<file path="config.mk">
export PLATFORM = sky130hd
export DESIGN_NAME = ex_div_unit
export DESIGN_NICKNAME = d
export VERILOG_FILES = /design/src/rtl/ex_div_unit.sv
export SDC_FILE = /design/constraint.sdc
export NUM_CORES = 1
export LEC_CHECK = 0
export BUFFER_PORTS_ARGS = -buffer_cell sky130_fd_sc_hd__buf_2
export CORE_MARGIN = 2
export CORE_UTILIZATION = 30
export DETAILED_ROUTE_END_ITERATION = 7
export MAX_ROUTING_LAYER = met4
export PLACE_DENSITY = 0.49
export SETUP_SLACK_MARGIN = 0.15
export SLEW_MARGIN = 40
export SYNTH_ARGS = -nofsm -noshare
export SYNTH_HDL_FRONTEND = slang
export SYNTH_SLANG_ARGS = --single-unit
</file>
<file path="constraint.sdc">
create_clock -name clk -period 7.8 [get_ports clk]
set_input_delay 1.56 -clock clk [delete_from_list [all_inputs] [get_ports clk]]
set_output_delay 1.56 -clock clk [all_outputs]
set_load 0.02 [all_outputs]
</file>
<file path="src/rtl/ex_div_unit.sv">
// Iterative RV32M divider (DIV/DIVU/REM/REMU) for the EX stage: restoring division,
// one quotient bit per cycle, with its own forwarding mux and a pipeline stall request.
module ex_div_unit #(
  parameter int XLEN = 32
) (
  input  logic            clk,
  input  logic            rst,
  input  logic            valid_in,
  input  logic [1:0]      op,
  input  logic [XLEN-1:0] rs1_data_ex,
  input  logic [XLEN-1:0] rs2_data_ex,
  input  logic [XLEN-1:0] mem_result,
  input  logic [XLEN-1:0] wb_result,
  input  logic [1:0]      forward_a,
  input  logic [1:0]      forward_b,
  input  logic            flush,
  output logic [XLEN-1:0] result,
  output logic            result_valid,
  output logic            busy,
  output logic            stall_req,
  output logic [1:0]      state_dbg_o
);

  localparam int CW = $clog2(XLEN);

  typedef enum logic [1:0] {
    S_IDLE = 2'd0,
    S_BUSY = 2'd1,
    S_DONE = 2'd2
  } state_e;

  state_e          state_q, state_d;
  logic [CW-1:0]   count_q, count_d;
  logic [XLEN-1:0] quot_q, quot_d;
  logic [XLEN:0]   rem_q, rem_d;
  logic [XLEN-1:0] dvs_q, dvs_d;
  logic            qneg_q, qneg_d;
  logic            rneg_q, rneg_d;
  logic            is_rem_q, is_rem_d;
  logic [XLEN-1:0] result_q, result_d;

  logic [XLEN-1:0] a_sel, b_sel, a_abs, b_abs;
  logic            signed_op, a_neg, b_neg, div_zero, overflow, special, accept;
  logic [XLEN:0]   shifted, trial, rem_step;
  logic            q_bit;
  logic [XLEN-1:0] quot_step, quot_fix, rem_fix;

  // Handshake: valid_in is held by the stalled ID/EX register for the whole op;
  // an op is taken only in IDLE without flush, and the unit answers with one
  // result_valid cycle (DONE), during which the pipeline advances past it.
  always_comb begin
    a_sel = (forward_a == 2'b10) ? mem_result :
            (forward_a == 2'b01) ? wb_result  : rs1_data_ex;
    b_sel = (forward_b == 2'b10) ? mem_result :
            (forward_b == 2'b01) ? wb_result  : rs2_data_ex;
    signed_op = ~op[0];
    a_neg     = signed_op & a_sel[XLEN-1];
    b_neg     = signed_op & b_sel[XLEN-1];
    a_abs     = a_neg ? (~a_sel + 1'b1) : a_sel;
    b_abs     = b_neg ? (~b_sel + 1'b1) : b_sel;
    div_zero  = (b_sel == '0);
    overflow  = signed_op && (a_sel == {1'b1, {(XLEN-1){1'b0}}}) && (b_sel == '1);
    special   = div_zero | overflow;
    accept    = (state_q == S_IDLE) && valid_in && !flush;
  end

  // A set top bit of the remainder means the shifted value already exceeds the divisor.
  always_comb begin
    shifted   = {rem_q[XLEN-1:0], quot_q[XLEN-1]};
    trial     = shifted - {1'b0, dvs_q};
    q_bit     = rem_q[XLEN] | ~trial[XLEN];
    rem_step  = q_bit ? trial : shifted;
    quot_step = {quot_q[XLEN-2:0], q_bit};
  end

  always_comb begin
    state_d  = state_q;
    count_d  = count_q;
    quot_d   = quot_q;
    rem_d    = rem_q;
    dvs_d    = dvs_q;
    qneg_d   = qneg_q;
    rneg_d   = rneg_q;
    is_rem_d = is_rem_q;
    result_d = result_q;
    quot_fix = '0;
    rem_fix  = '0;

    case (state_q)
      S_IDLE: begin
        if (accept) begin
          is_rem_d = op[1];
          dvs_d    = b_abs;
          count_d  = '0;
          if (special) begin
            // Load the architectural answer directly; no sign fixup needed.
            quot_d  = div_zero ? '1 : a_sel;
            rem_d   = div_zero ? {1'b0, a_sel} : '0;
            qneg_d  = 1'b0;
            rneg_d  = 1'b0;
            state_d = S_DONE;
          end else begin
            quot_d  = a_abs;
            rem_d   = '0;
            qneg_d  = a_neg ^ b_neg;
            rneg_d  = a_neg;
            state_d = S_BUSY;
          end
        end
      end
      S_BUSY: begin
        quot_d  = quot_step;
        rem_d   = rem_step;
        count_d = count_q + 1'b1;
        if (count_q == CW'(XLEN-1)) begin
          count_d = '0;
          state_d = S_DONE;
        end
      end
      S_DONE: state_d = S_IDLE;
      default: state_d = S_IDLE;
    endcase

    if (state_d == S_DONE && state_q != S_DONE) begin
      quot_fix = qneg_d ? (~quot_d + 1'b1) : quot_d;
      rem_fix  = rneg_d ? (~rem_d[XLEN-1:0] + 1'b1) : rem_d[XLEN-1:0];
      result_d = is_rem_d ? rem_fix : quot_fix;
    end

    if (flush) begin
      state_d  = S_IDLE;
      count_d  = '0;
      result_d = result_q;
    end
  end

  always_ff @(posedge clk) begin
    if (rst) begin
      state_q  <= S_IDLE;
      count_q  <= '0;
      quot_q   <= '0;
      rem_q    <= '0;
      dvs_q    <= '0;
      qneg_q   <= 1'b0;
      rneg_q   <= 1'b0;
      is_rem_q <= 1'b0;
      result_q <= '0;
    end else begin
      state_q  <= state_d;
      count_q  <= count_d;
      quot_q   <= quot_d;
      rem_q    <= rem_d;
      dvs_q    <= dvs_d;
      qneg_q   <= qneg_d;
      rneg_q   <= rneg_d;
      is_rem_q <= is_rem_d;
      result_q <= result_d;
    end
  end

  assign result       = result_q;
  assign result_valid = (state_q == S_DONE);
  assign busy         = (state_q == S_BUSY);
  assign stall_req    = !rst && (accept || (state_q == S_BUSY));
  assign state_dbg_o  = state_q;

endmodule
</file>
Word level (Yosys, flattened, before mapping). Index checks and enable logic that the tools add are counted.

Bitwise gates (word level): 12. Equality and inequality tests: 12. Reduce and logical (&&, ||, !) cells: 16. Mux-type cells: 33. Add/sub/neg operators: 6.

Operator list (count): $mux 32 (14); $add 32x1->32 const B (4); $not 32->32 (4); $mux 33 (2); $pmux 33 s2 (1); $eq 32x32->1 const B (2); $pmux 32 s2 (1); $sub 33x32->33 (1); $logic_not 32->1 (1); $mux 5 (2); $pmux 5 s2 (1); $eq 2x2->1 const B (4); $mux 1 (8); $eq 2x1->1 const B (3); $logic_and 1x1->1 (6); $mux 2 (3); $reduce_and 2->1 (3); $add 5x1->5 const B (1); $eq 5x5->1 const B (1); $ne 2x2->1 const B (2); $pmux 2 s2 (1); $not 1->1 (3); $and 1x1->1 (2); $logic_not 1->1 (2); other kinds (6) (7).

Register bits after elaboration: 139. Input bits: 138. Logic and storage cells: 89.

Depth between registers and ports, before layout. Gate-level depths: netlist of run 1.

Word-level depth: 14. Mapped depth: 25.

Least setup slack after synthesis of run 1. No wires, ideal clock.

Path type: input-to-reg. Start point: input port forward_a[1]. End point: register result_q[24] (netlist: result[24]). Arrival time: 6.202 ns. Path slack: 1.478 ns. Cell stages on the path: 22. Data required time: 7.680 ns. Buffers on the path: 4. Path through: buf_2 > buf_2 > buf_4 > buf_2 > mux2i_1 > inv_1 > ha_1 > nand2b_1 > o22ai_1 > and4bb_2 > nand4_1 > or4_4 > o211ai_1 > a31oi_1 > nor2b_1 > ha_1 > and2_1 > nand4_4 > nor4_4 > nand2_1 > mux2i_1 > a211o_1.

Word-level cells in the longest chain between the ends: 14. Elaborated cells between the ends (all ways): 40. Classes of those cells: 3 x add/sub; 4 x eq/ne; 23 x mux; 6 x bitwise; 4 x reduce/logical.

Ends and longest elaborated chain: from (decl) (RTL line 14) `input logic [1:0] forward_a,`; $eq 2x1->1 (RTL line 53) `(forward_a == 2'b01) ? wb_result : rs1_data_ex;`; $mux 32 (RTL line 53); $mux 32 (*) (RTL line 52) `a_sel = (forward_a == 2'b10) ? mem_result :`; branches (longest 11 deep; another with $add 32x1->32); to (signal assigned) (RTL line 157) `result_q <= result_d;`; to (decl) (RTL line 40) `logic [XLEN-1:0] result_q, result_d;`.

Mark *: on every way between the ends. The select of a mux whose other input is x is not followed. A chain may end at the register's enable or synchronous reset.

Worst setup path after layout of run 1.
Start point: input port forward_a[0]. End point: register result_q[24] (netlist: result[24]).

The elaborated chain is that of the path after synthesis.

==> impl_metrics.toml, run 1 <==
[yosys]
synth_nets = 1899
ys_ff_latch = 139
synth_top_cell_area_share_pct = 20.83
syn_area_um2 = 13360
synthAdderAreaFrac_pct = 3.802
synthArstFlopShare_pct = 0
yosysMostFrequentCell = "nor2_1"
synth_edf_count = 0
yosysTopAreaCell = "dfxtp_1"
synth_compound_area_share_pct = 23.95
synth_mux_area_share_pct = 15.92
ys_types = 94
synth_warnings = 0
avgSynthCellArea_um2 = 7.763
synth_common_cells = "nor2_1, mux2i_1, nand2_1, dfxtp_1, a21oi_1"
netlist_instances = 1721
synthTopCellsByArea = "dfxtp_1, mux2i_1, nor2_1, nand2_1, xnor2_1"
yosysSeqAreaShare_pct = 20.83
synth_top_family_by_area = "compound AO/OA/AOI/OAI gates"
synth_xor_area_share_pct = 8.063
synthFlopType = "dfxtp_1"
yosys.area_share.simple_pct = 22.12

[setup_path]
reg2regPathDepth = 22
startpoint_type = "input pin"
cp.arrival_ns = 7.07
critical_path.max_fanout = 39
required_ns = 8.14
cp-end-kind = "flop"
path_class = "input pin to flop"
r2r_start = "quot_q[31]$_SDFF_PP0_"
worstSetupStartpoint = "forward_a[0]"
crit_path_end = "result[24]$_SDFFE_PP0P_"
timing.rr.end = "result[24]$_SDFFE_PP0P_"
rrSetupSlack_ns = 1.45

[finish]
instances_no_fill = 2467
drive_gt1_share_pct = 17.49
multiInputGateArea_um2 = 9892
fill_cells = 4740
insertedDiodeCount = 0
fin_area_um2 = 15540
area_delta_synth_final_pct = 16.29
layout.nets = 2041
regArea_um2 = 2783

[sta]
relSlewSlack_pct = 38.14
fin_ws_ns = 1.069
period_share_pct = 86.29
finalSetupTns_ns = 0
rsz0062_at_grt = "false"
fmax_ghz = 0.1486
worstMarginPinSlew_ns = 0.9021
finClkSkew_ns = 0.01272
min_period_ns = 6.731
whs_ns = 0.4546
setup_violations = 0
slew_violations = 0
finalHoldViolCount = 0

[global_routing]
grt_max_degree = 68
grt_antenna_before_repair = 0
gr-total-overflow = 0
grt_pass1_vias = 13520
grt_pass1_wl_mm = 86.31
track_usage_pct = 25.10

[clock_network]
cts_max_path_buffers = 2
cts_inserted_buffers = 17
hold_buffers = 0
post-cts-setup-buffers = 0
cts.clk_slew.worst_paths_ns = 0.06
cts_resized = 0
root_buffer = "clkbuf_16"
h-tree-depth = 4
numClockSinks = 139
clk_latency_ns = 0.45
cts_tree = "built"

[flow_run]
drv_cap = 0

[die]
fp.dieH_um = 215.0
die_x_um = 215.0
io_pins = 175
core_um2 = 44120
die_area_um2 = 46240
start_util_pct = 30.28
num_rows = 77

[placed_design]
place_congestion = 1.038
pre_cts_ws_ns = 0.7169
hpwlAfterDp_mm = 46.06
portBuffers = 174
placed_area_um2 = 14900
place_inst = 2435

[power_and_ir_drop]
power.leakage_nw = 6.310
max-vdd-ir-drop_mv = 0.1637
power_density_nw_per_um2 = 155.9

[route]
vias = 14100
wl_per_cell_um = 23.32
viasPerCell = 5.717
dr.pass1.iters = 5
drt_wl_total_mm = 57.52
route.detailed.drc = 0
ant_nets = 0
drtIter0Drc = 1385

[hold_path]
worstHoldPathType = "flop to flop"

[run_status]
outcome = "completed"
## registers in the layout, indices dropped and copies added (netlist names)
name         count
count_q          5
dvs_q           32
is_rem_q         1
qneg_q           1
quot_q          32
rem_q           33
result          32
rneg_q           1
state_dbg_o      2
## routing by layer
layer	up-vias	track usage, %	wire (µm)
met2	445	40.51	26720
met1	6882	32.24	26000
met5	-	-	0
met4	0	9.080	1982
li1	6677	-	-
met3	100	3.114	2813
## worst min path at each step
stage | from | end | slack [ns] | depth (start not counted)
global placement | result[12]$_SDFFE_PP0P_ | result[12]$_SDFFE_PP0P_ | 0.44 | 2
global route | dvs_q[31]$_SDFFE_PP0P_ | dvs_q[31]$_SDFFE_PP0P_ | 0.46 | 2
detailed placement | result[12]$_SDFFE_PP0P_ | result[12]$_SDFFE_PP0P_ | 0.45 | 2
floorplan | count_q[3]$_SDFFE_PP0P_ | count_q[3]$_SDFFE_PP0P_ | 0.43 | 1
finish | result[12]$_SDFFE_PP0P_ | result[12]$_SDFFE_PP0P_ | 0.45 | 2
CTS | result[12]$_SDFFE_PP0P_ | result[12]$_SDFFE_PP0P_ | 0.45 | 2
## final cells by class
cell class | instances | share of cell area [%]
multi-input cells | 1427 | 63.67
clock buffers | 23 | 3.141
repair buffers | 228 | 8.448
flip-flops and latches | 139 | 17.91
inverters | 50 | 1.208
clock inverters | 8 | 0.8537
well taps | 592 | 4.768
## placed cells by master, fill, tap and decap left out, types with 18 or more instances in the layout
cell and instances:
mux2_2 22, o21ai_0 82, nor3_1 26, dfxtp_1 139
xnor2_1 67, o31ai_1 22, a211oi_1 50, a21oi_1 102
mux2i_1 183, xor2_1 56, nand2_1 167, nor2b_1 20
inv_1 49, nand4_1 18, nand3_1 25, a31oi_1 18
or3_1 19, nor2_1 191, buf_4 54, ha_1 39
buf_2 171, a221oi_1 26
## worst max-delay path: stages
cell	delay, ns
buf_4	0.53
mux2i_1	0.27
mux2i_1	0.14
inv_1	0.15
ha_1	0.20
nand2_1	0.06
o22ai_1	0.31
and4bb_2	0.33
nand4_1	0.39
or4_4	0.72
o211ai_1	0.29
a31oi_1	0.15
nor2b_1	0.22
ha_1	0.20
and2_1	0.21
nand4_4	0.21
nor4_4	0.48
nand2_1	0.18
mux2i_1	0.15
a211o_1	0.29
## logic make-up (layout without fill, tap and decap cells)
kind of cell | count (synthesis) | count (layout)
mux | 209 | 209
xor+xnor | 123 | 123
simple gates | 593 | 593
fa+ha+maj | 40 | 40
flops | 139 | 139
buf+inv | 155 | 309
compound gates | 462 | 462
## power by group
| group | switching (mW) | internal [mW] | total [mW] | leakage, nW |
|---|---|---|---|---|
| Combinational | 0.501 | 0.275 | 0.776 | 4.88 |
| Clock | 0.351 | 0.539 | 0.889 | 0.300 |
| Sequential | 0.0185 | 0.738 | 0.756 | 1.13 |
| Total | 0.870 | 1.55 | 2.42 | 6.31 |
## stage by stage
stage / utilization [%] / total power [mW]
global route: 35.21 / 2.518
finish: 35.21 / 2.422
floorplan: - / 1.271
CTS: 35.18 / 2.417
global placement: 33.75 / 1.528
detailed placement: 33.77 / 1.532
No activity file was read; power rests on OpenSTA's default activity.
==> run 2: changes to the inputs <==
==> constraint.sdc (replaced) <==
create_clock -name clk -period 7.19 [get_ports clk]
set_input_delay 1.438 -clock clk [delete_from_list [all_inputs] [get_ports clk]]
set_output_delay 1.438 -clock clk [all_outputs]
set_load 0.02 [all_outputs]
==> run 2 against run 1 <==
Design area about the same. Clock power increased by 4.2%. Sequential cell count is the same. First-iteration DRC count shrank 5.8%. Critical path type is now flop to flop. Register-to-register slack worse by 0.70 ns. Total power increased by 7.3%. Clock skew increased by 0.0038 ns. Die area stayed put. Wire length up 1.8%. Core utilization hardly changed.
==> impl_metrics.toml, run 2 (synthesis gave the netlist of run 1 again) <==
[run_status]
outcome = "completed"

[setup_path]
crit_chain = "inv_1, ha_1, fa_1, nand2b_1, a211oi_1, o31ai_1, a311oi_2, nor4_1, or2_1, a221oi_1, nor3b_1, nand4b_1, o31ai_1, xor2_1, nand2_1, a311oi_1"
timing.rr.end = "result[13]$_SDFFE_PP0P_"
required_ns = 7.54
crit_top_cell = "o31ai_1"
max_stage_delay_ns = 0.81
critical_path.top_delay_family = "compound AO/OA/AOI/OAI gates"
crit_path_end = "result[13]$_SDFFE_PP0P_"
slowest_stage = "a221oi_1"
cp.depth = 16
path_class = "flop to flop"
cp-end-kind = "flop"
critical_path.max_fanout = 16
startpoint_type = "flop"
cp_num_buf_inv = 1
r2r_start = "quot_q[31]$_SDFF_PP0_"
worstSetupStartpoint = "quot_q[31]$_SDFF_PP0_"
rrSetupSlack_ns = 0.75
cp.arrival_ns = 6.78
reg2regPathDepth = 16

[clock_network]
cts_max_path_buffers = 2
cts_inserted_buffers = 17
hold_buffers = 0
h-tree-depth = 4
cts_tree = "built"
root_buffer = "clkbuf_16"
numClockSinks = 139
clk_latency_ns = 0.45
cts_resized = 0
post-cts-setup-buffers = 0
cts.clk_slew.worst_paths_ns = 0.07

[power_and_ir_drop]
power_density_nw_per_um2 = 167.2
max-vdd-ir-drop_mv = 0.1339
power.leakage_nw = 6.308

[finish]
final_common_cell = "nor2_1"
fill_cells = 4798
fin_area_um2 = 15540
largest_reg_flops = 33
regMostFlops = "rem_q"
layout_common_cells = "nor2_1, mux2i_1, buf_2, nand2_1, dfxtp_1"
drive_gt1_share_pct = 17.78
layout.nets = 2043
area_delta_synth_final_pct = 16.34

[die]
die_area_um2 = 46240
core_um2 = 44120
die_x_um = 215.0
start_util_pct = 30.28
io_pins = 175
num_rows = 77
fp.dieH_um = 215.0

[sta]
finalSetupTns_ns = 0
slew_violations = 0
worstMarginPinSlew_ns = 0.9007
setup_violations = 0
fin_ws_ns = 0.7544
relSlewSlack_pct = 38.23
finClkSkew_ns = 0.01650
period_share_pct = 89.51
finalHoldViolCount = 0
fmax_ghz = 0.1554
min_period_ns = 6.436
rsz0062_at_grt = "false"

[global_routing]
track_usage_pct = 25.54
grt_max_degree = 81
grt_antenna_before_repair = 1
grt_pass1_vias = 13680
grt_pass1_wl_mm = 87.91
gr-total-overflow = 0

[route]
wl_met3_mm = 3.521
dr.pass1.iters = 6
viasPerCell = 5.765
route.detailed.drc = 0
ant_nets = 0
top_layer_used = "met4"
drt_wl_total_mm = 58.54
vias = 14250
drtIter0Drc = 1304
met1_length_mm = 26.10
dr_wl_met2_mm = 27.07
wl_per_cell_um = 23.69

[placed_design]
place_congestion = 0.9651
portBuffers = 174
hpwlAfterDp_mm = 46.77
pre_cts_ws_ns = 0.4124
placed_area_um2 = 14940

[hold_path]
worstHoldPathType = "flop to flop"

[flow_run]
drv_cap = 0
run 2: how the worst min path moves through the flow:
stage                            start                       to  slack, ns  cells after the start
2_1_floorplan  count_q[3]$_SDFFE_PP0P_  count_q[3]$_SDFFE_PP0P_       0.43                      1
3_3_place_gp    dvs_q[31]$_SDFFE_PP0P_   dvs_q[31]$_SDFFE_PP0P_       0.44                      2
3_5_place_dp    result[0]$_SDFFE_PP0P_   result[0]$_SDFFE_PP0P_       0.45                      2
4_1_cts         result[0]$_SDFFE_PP0P_   result[0]$_SDFFE_PP0P_       0.45                      2
5_1_grt         result[0]$_SDFFE_PP0P_   result[0]$_SDFFE_PP0P_       0.48                      2
6_report        result[0]$_SDFFE_PP0P_   result[0]$_SDFFE_PP0P_       0.45                      2
run 2: metrics by stage:
stage               utilization, %  hold WS (ns)  power (mW)  instances
floorplan                        -        0.4282       1.379       1721
global placement             33.83        0.4420       1.669       2438
detailed placement           33.87        0.4465       1.673       2438
CTS                          35.19        0.4549       2.587       2470
global route                 35.22        0.4825       2.697       2470
finish                       35.23        0.4539       2.599       2471
run 2: report_power, final:
| group | switching, mW | internal [mW] | leakage, nW |
|---|---|---|---|
| Sequential | 0.0198 | 0.800 | 1.13 |
| Clock | 0.403 | 0.523 | 0.280 |
| Combinational | 0.555 | 0.298 | 4.90 |
run 2: final cells by class:
class,instances,area (µm²),area share (%)
multi-input cells,1427,9906,63.73
diodes,1,2.502,0.01610
well taps,592,740.7,4.765
repair buffers,230,1340,8.621
clock buffers,19,442.9,2.850
flip-flops and latches,139,2783,17.90
inverters,50,187.7,1.207
clock inverters,13,141.4,0.9096
run 2: tightest hold or removal path, stage by stage, from the launching register on:
cell and delay, ns:
dfxtp_1 0.31, nand2_1 0.05, a21oi_1 0.05
run 2: metal layers:
metal	vias up	track usage, %
met3	98	3.043
met1	6920	33.40
met5	-	-
li1	6691	-
met2	537	40.85
met4	0	8.598
